[src/rtl/top_varint_decode.sv]
// -----------------------------------------------------------------------------
// top_varint_decode
//
// Decodes one protobuf base-128 varint (1..10 bytes) fetched from a byte-wide,
// 8-lane DRAM port. Byte k of the varint lives at src_addr-k. The first eight
// bytes are fetched with one 8-lane burst. If none of them terminates the
// varint, a second 2-lane burst fetches bytes 8 and 9. The raw value is then
// post-processed according to the protobuf field type.
//
// The result path is a two-stage pipeline once the bytes are captured:
//   stage 1 : terminator scan + 7-bit group assembly -> raw/length/error regs
//   stage 2 : field-type decode -> registered value/bytes_read/error/done
//
// Ports
//   clk         : clock, rising edge
//   reset       : asynchronous active-high reset
//   en          : start request (sampled in IDLE), hold request (in DONE)
//   src_addr    : address of varint byte 0
//   field_type  : protobuf field type code (17 sint32, 18 sint64, 5 int32,
//                 13 uint32, 8 bool, others raw)
//   dram_en     : per-lane read strobe
//   dram_addr   : per-lane byte address
//   dram_rdwr   : direction, always 0 (read)
//   dram_data   : per-lane read data
//   dram_valid  : per-lane read-data valid
//   value       : decoded value
//   bytes_read  : bytes consumed (1..10)
//   done        : result valid
//   error       : no terminator within 10 bytes
// -----------------------------------------------------------------------------
module top_varint_decode (
    input  logic             clk,
    input  logic             reset,
    input  logic             en,
    input  logic [63:0]      src_addr,
    input  logic [4:0]       field_type,
    output logic [7:0]       dram_en,
    output logic [7:0][63:0] dram_addr,
    output logic             dram_rdwr,
    input  logic [7:0][7:0]  dram_data,
    input  logic [7:0]       dram_valid,
    output logic [63:0]      value,
    output logic [3:0]       bytes_read,
    output logic             done,
    output logic             error
);

    typedef enum logic [2:0] {
        IDLE  = 3'd0,
        RD1   = 3'd1,
        WAIT1 = 3'd2,
        RD2   = 3'd3,
        WAIT2 = 3'd4,
        DONE  = 3'd5
    } state_t;

    state_t          state_r;
    state_t          state_s;

    logic [63:0]     src_addr_r;
    logic [4:0]      field_type_r;
    logic [9:0][7:0] bytes_r;
    logic            phase_r;       // 0: assemble raw, 1: publish result
    logic [63:0]     raw_r;
    logic [3:0]      n_r;
    logic            err_r;

    logic            term_in_burst1_s;
    logic [63:0]     raw_s;
    logic [3:0]      n_s;
    logic            err_s;
    logic            found_s;

    // Field-type post-processing of the assembled raw value.
    function automatic logic [63:0] decode_value(input logic [63:0] raw,
                                                 input logic [4:0]  ft);
        logic [31:0] r32;
        logic [31:0] z32;
        logic [63:0] res;
        r32 = raw[31:0];
        // zigzag: (r >> 1) ^ -(r & 1)
        z32 = (r32 >> 1) ^ {32{r32[0]}};
        case (ft)
            5'd17:   res = {{32{z32[31]}}, z32};
            5'd18:   res = (raw >> 1) ^ {64{raw[0]}};
            5'd5:    res = {{32{raw[31]}}, raw[31:0]};
            5'd13:   res = {32'd0, raw[31:0]};
            5'd8:    res = {63'd0, (raw != 64'd0)};
            default: res = raw;
        endcase
        return res;
    endfunction

    assign dram_rdwr = 1'b0;

    // Terminator present among the eight bytes arriving in the first burst.
    always_comb begin
        term_in_burst1_s = 1'b0;
        for (int i = 0; i < 8; i++) begin
            if (!dram_data[i][7]) begin
                term_in_burst1_s = 1'b1;
            end else begin
                term_in_burst1_s = term_in_burst1_s;
            end
        end
    end

    // Terminator scan and 7-bit group assembly over the captured bytes.
    always_comb begin
        n_s     = 4'd10;
        err_s   = 1'b1;
        found_s = 1'b0;
        raw_s   = 64'd0;
        for (int k = 0; k < 10; k++) begin
            if (!found_s && !bytes_r[k][7]) begin
                n_s     = 4'(k + 1);
                err_s   = 1'b0;
                found_s = 1'b1;
            end else begin
                found_s = found_s;
            end
        end
        // Byte 9 shifted by 63 leaves only its bit 0 inside 64 bits.
        for (int k = 0; k < 10; k++) begin
            if (4'(k) < n_s) begin
                raw_s = raw_s | ({57'd0, bytes_r[k][6:0]} << (7 * k));
            end else begin
                raw_s = raw_s;
            end
        end
    end

    // Next-state logic.
    always_comb begin
        state_s = state_r;
        case (state_r)
            IDLE: begin
                if (en) state_s = RD1;
                else    state_s = IDLE;
            end
            RD1: state_s = WAIT1;
            WAIT1: begin
                if (dram_valid == 8'hFF) begin
                    if (term_in_burst1_s) state_s = DONE;
                    else                  state_s = RD2;
                end else begin
                    state_s = WAIT1;
                end
            end
            RD2: state_s = WAIT2;
            WAIT2: begin
                if (dram_valid[1:0] == 2'b11) state_s = DONE;
                else                          state_s = WAIT2;
            end
            DONE: begin
                // Leave only once the result has actually been published.
                if (done && !en) state_s = IDLE;
                else             state_s = DONE;
            end
            default: state_s = IDLE;
        endcase
    end

    // State register.
    always_ff @(posedge clk or posedge reset) begin
        if (reset) state_r <= IDLE;
        else       state_r <= state_s;
    end

    // Request issue, byte capture, result pipeline and output registers.
    always_ff @(posedge clk or posedge reset) begin
        if (reset) begin
            dram_en      <= 8'h00;
            dram_addr    <= 512'd0;
            src_addr_r   <= 64'd0;
            field_type_r <= 5'd0;
            bytes_r      <= 80'd0;
            phase_r      <= 1'b0;
            raw_r        <= 64'd0;
            n_r          <= 4'd0;
            err_r        <= 1'b0;
            value        <= 64'd0;
            bytes_read   <= 4'd0;
            done         <= 1'b0;
            error        <= 1'b0;
        end else begin
            // Strobes are single-cycle; addresses return to zero when idle.
            dram_en   <= 8'h00;
            dram_addr <= 512'd0;
            case (state_r)
                IDLE: begin
                    if (en) begin
                        src_addr_r   <= src_addr;
                        field_type_r <= field_type;
                        bytes_r      <= 80'd0;
                        dram_en      <= 8'hFF;
                        for (int i = 0; i < 8; i++) begin
                            dram_addr[i] <= src_addr - 64'(i);
                        end
                    end else begin
                        bytes_r <= bytes_r;
                    end
                end
                WAIT1: begin
                    if (dram_valid == 8'hFF) begin
                        for (int i = 0; i < 8; i++) begin
                            bytes_r[i] <= dram_data[i];
                        end
                        if (!term_in_burst1_s) begin
                            dram_en      <= 8'h03;
                            dram_addr[0] <= src_addr_r - 64'd8;
                            dram_addr[1] <= src_addr_r - 64'd9;
                        end else begin
                            dram_en <= 8'h00;
                        end
                    end else begin
                        bytes_r <= bytes_r;
                    end
                end
                WAIT2: begin
                    if (dram_valid[1:0] == 2'b11) begin
                        bytes_r[8] <= dram_data[0];
                        bytes_r[9] <= dram_data[1];
                    end else begin
                        bytes_r <= bytes_r;
                    end
                end
                DONE: begin
                    if (!phase_r) begin
                        raw_r   <= raw_s;
                        n_r     <= n_s;
                        err_r   <= err_s;
                        phase_r <= 1'b1;
                    end else if (!done) begin
                        value      <= err_r ? 64'd0 : decode_value(raw_r, field_type_r);
                        bytes_read <= n_r;
                        error      <= err_r;
                        done       <= 1'b1;
                    end else if (!en) begin
                        done    <= 1'b0;
                        phase_r <= 1'b0;
                    end else begin
                        done <= done;
                    end
                end
                default: begin
                    phase_r <= 1'b0;
                end
            endcase
        end
    end

endmodule

[config.mk]
export PLATFORM = sky130hd
export DESIGN_NAME = top_varint_decode
export DESIGN_NICKNAME = d
export VERILOG_FILES = /design/src/rtl/top_varint_decode.sv
export SDC_FILE = /design/constraint.sdc
export NUM_CORES = 2
export LEC_CHECK = 0
export CORE_ASPECT_RATIO = 1.5
export CORE_MARGIN = 2
export CORE_UTILIZATION = 45
export DETAILED_ROUTE_END_ITERATION = 7
export MAX_ROUTING_LAYER = met4
export PLACE_DENSITY = 0.71
export SYNTH_ARGS = -nofsm -noshare
export SYNTH_HDL_FRONTEND = slang
export SYNTH_SLANG_ARGS = --single-unit
[constraint.sdc]
create_clock -name clk -period 76.7 [get_ports clk]
set_clock_uncertainty 0.2 [all_clocks]
set_input_delay 23.01 -clock clk [delete_from_list [all_inputs] [get_ports clk]]
set_output_delay 23.01 -clock clk [all_outputs]
set_load 0.005 [all_outputs]
==> flow_metrics.tcl <==
set metrics [dict create \
    top_usage_layer "met2" \
    cp_data_arrival_time_ps 27560 \
    slew_headroom_pct 2.55 \
    numCtsBuffers 77 \
    critPathKind "primary input to register" \
    fmax_mhz 36.7 \
    critPathCaptureType "register" \
    cts_buffer_depth 3 \
    vias 34100 \
    io_buffer_count 733 \
    grt_overflow_total 0 \
    syn_area_sq_um 37300 \
    core-area_sq_um 82300 \
    syn2layout_area_growth_pct 29.5 \
    firstDrtPassIters 8 \
    dpl.hpwl_mm 129 \
    path_cells "clkdlybuf4s50_1 -> nor4_1 -> nand2_1 -> nor4_2 -> nand3_1 -> xor2_1 -> nor2_1" \
    async_flop_share_pct 100 \
    netlist_top_cells_area "dfrtp_1 53%, xor2_1 7.4%, nand2_1 6.8%" \
    p_per_area_nw_per_um2 29.9 \
    seq_area_frac_synth_pct 53.2 \
    grt_pass1_vias 33600 \
    power_uw 1450 \
    io_pins 735 \
    hold_violations 0 \
    die_y_um 357 \
    drv_slew 0 \
    initial_core_util_pct 45.3 \
    cp.buffers_inverters 1 \
    worstPathRequired_ps 77000 \
    period_share_pct 35.6 \
    postCtsSetupRepairBufs 0 \
    rsz0062_at_grt "false" \
    avgViaCountPerCell 5.99 \
    design_area_sq_um 48300 \
    synth_cells 3969 \
    cpMaxStageDelayCell "nor4_1" \
    critPathTopFamily "simple AND/OR/NAND/NOR gates" \
    worstSkewPairLatency_ps 660 \
    cpPeakStageDelay_ps 1250 \
    synth_nets 4126 \
    drt-total-wl_mm 175 \
    met2_usage_pct 64.8 \
    post_dp_cell_area_sq_um 45600 \
    drt_iter0_drc 4024 \
    grt_antenna_before_repair 18 \
    ys_types 65 \
    synth.top_cell.area_share_pct 53.2 \
    grt_use_met1_pct 50.6 \
    post-route-drc-count 0 \
    setup_tns_ps 0 \
    ir_worst_vdd_v 0.0000191 \
    yosysMostFrequentCell "dfrtp_1" \
    layout-drive-gt1-share_pct 6.40 \
    die_w_um 239 \
    cts_resized 0 \
    synth_top_cells_by_count "794 x dfrtp_1, 680 x nand2_1, 465 x nor2_1, 316 x xor2_1, 259 x o21ai_0" \
    path_clk_slew_ps 60 \
    die_area_sq_um 85300 \
    max-cap-violations 0 \
    worst_pin_slew_ps 1450 \
    htree_levels 3 \
    root_buffer "clkbuf_16" \
    placementRows 129 \
    total_leakage_power_uw 0.0202 \
    critPathMaxFanout 13 \
    routedWlPerCell_um 30.7 \
    hold_path_class "register to register" \
    postSynthAreaPerCell_sq_um 9.40 \
    synth_area_leader_cell "dfrtp_1" \
    status "finished, final reports clean" \
    clock-sinks 794 \
    dp.cells 5530 \
    grt_max_degree 185 \
    final_nets 4719 \
    cts_hold_buf 0 \
    setup_viol 0 \
    synth-main-ff-cell "dfrtp_1" \
    ys_warn_count 0 \
    tritoncts "yes" \
    start_kind "primary input" \
    layout.cells.non_filler 5692 \
    gr-usage-all-layers_pct 41.9 \
    gp_congestion 1.05 \
    grt_first_pass_wirelength_mm 246 \
    synth_edf_count 0 \
    grtUsageMet3_pct 9.15 \
    ant_nets 0 \
    nFillCells 7256 \
    synth-seq-cells 794 \
    fin_crit_ps 27270 \
]
==> logic make-up after synthesis <==
logic type / synth area share (%)
buffers and inverters: 3.71
other: 0.0100
AND/OR/NAND/NOR: 20.9
XOR/XNOR: 12.0
flip-flops: 53.2
adder cells (fa/ha/maj): 0.436
multiplexers: 0.714
AO/OA/AOI/OAI: 8.98
==> worst paths after layout <==
kind                       slack (ps)          start  cells after the start             end
max in group asynchronous       50240          reset                      5   dram_addr[54]
setup reg to reg                72600  src_addr_r[9]                      6   dram_addr[60]
setup / recovery                49430   src_addr[23]                      7  dram_addr[444]
min in group asynchronous       22730          reset                      2        value[6]
hold reg to reg                   270     bytes_r[5]                      2        raw_r[5]
hold / removal                    270     bytes_r[5]                      2        raw_r[5]
==> tightest hold or removal path: cells and delay by family, from the launching register on <==
family | cells | cell delay, ps
flops | 1 | 340
simple gates | 2 | 100
==> final cells by class <==
cell class              instances  area, sq um  share of cell area, %
repair buffers                836         8120                   16.8
flip-flops and latches        794        19900                   41.1
diodes                         20         50.0                  0.104
clock buffers                 106         2270                   4.70
well taps                    1048         1310                   2.71
clock inverters                35          398                  0.823
inverters                      25          101                  0.210
multi-input cells            2828        16200                   33.5
==> where the power goes <==
group / switching, uW / internal [uW]
Sequential: 103 / 507
Clock: 177 / 232
Combinational: 246 / 181
Total: 526 / 921
==> cell usage in the layout, fill, tap and decap left out, drive strengths merged, types with 5 or more instances in the layout <==
cell and n:
dfrtp 794, clkdlybuf4s50 733, nand2 680, nor2 465, xor2 316, o21ai 260
xnor2 197, a21oi 126, nand3 112, clkbuf 107, nor4 105, buf 102
or3 92, nor3 83, o22ai 65, nand4 47, a221o 32, a22oi 31
a22o 28, inv 25, clkinv 24, mux2i 21, diode 20, or4 19
and2 17, and3 16, nand2b 15, ha 13, nor2b 11, or2 10
bufinv 7, and4 6, nor3b 6, nand4b 5, mux2 5
==> flip-flops by register name, indices dropped and copies added (netlist names), 2 cells and up <==
signal,flops
state_r,3
raw_r,64
src_addr_r,64
field_type_r,5
dram_addr,506
dram_en,2
n_r,4
value,64
bytes_read,4
bytes_r,74
==> layer usage <==
layer	wire length, um	part of all wire (%)	vias up
met2	80900	46	2098
met1	65800	38	17000
li1	-	-	14500
met4	12200	7.0	0
met3	16000	9.1	478
met5	0	0	-
==> stage by stage <==
| step | hold slack [ps] | setup slack, ps | util [%] |
|---|---|---|---|
| 2_1_floorplan | 235 | 31190 | - |
| 3_3_place_gp | 246 | 49060 | 55.4 |
| 3_5_place_dp | 252 | 49000 | 55.4 |
| 4_1_cts | 268 | 49660 | 58.6 |
| 5_1_grt | 283 | 49340 | 58.7 |
| 6_report | 268 | 49430 | 58.7 |
Power figures use the tool's default switching activity.
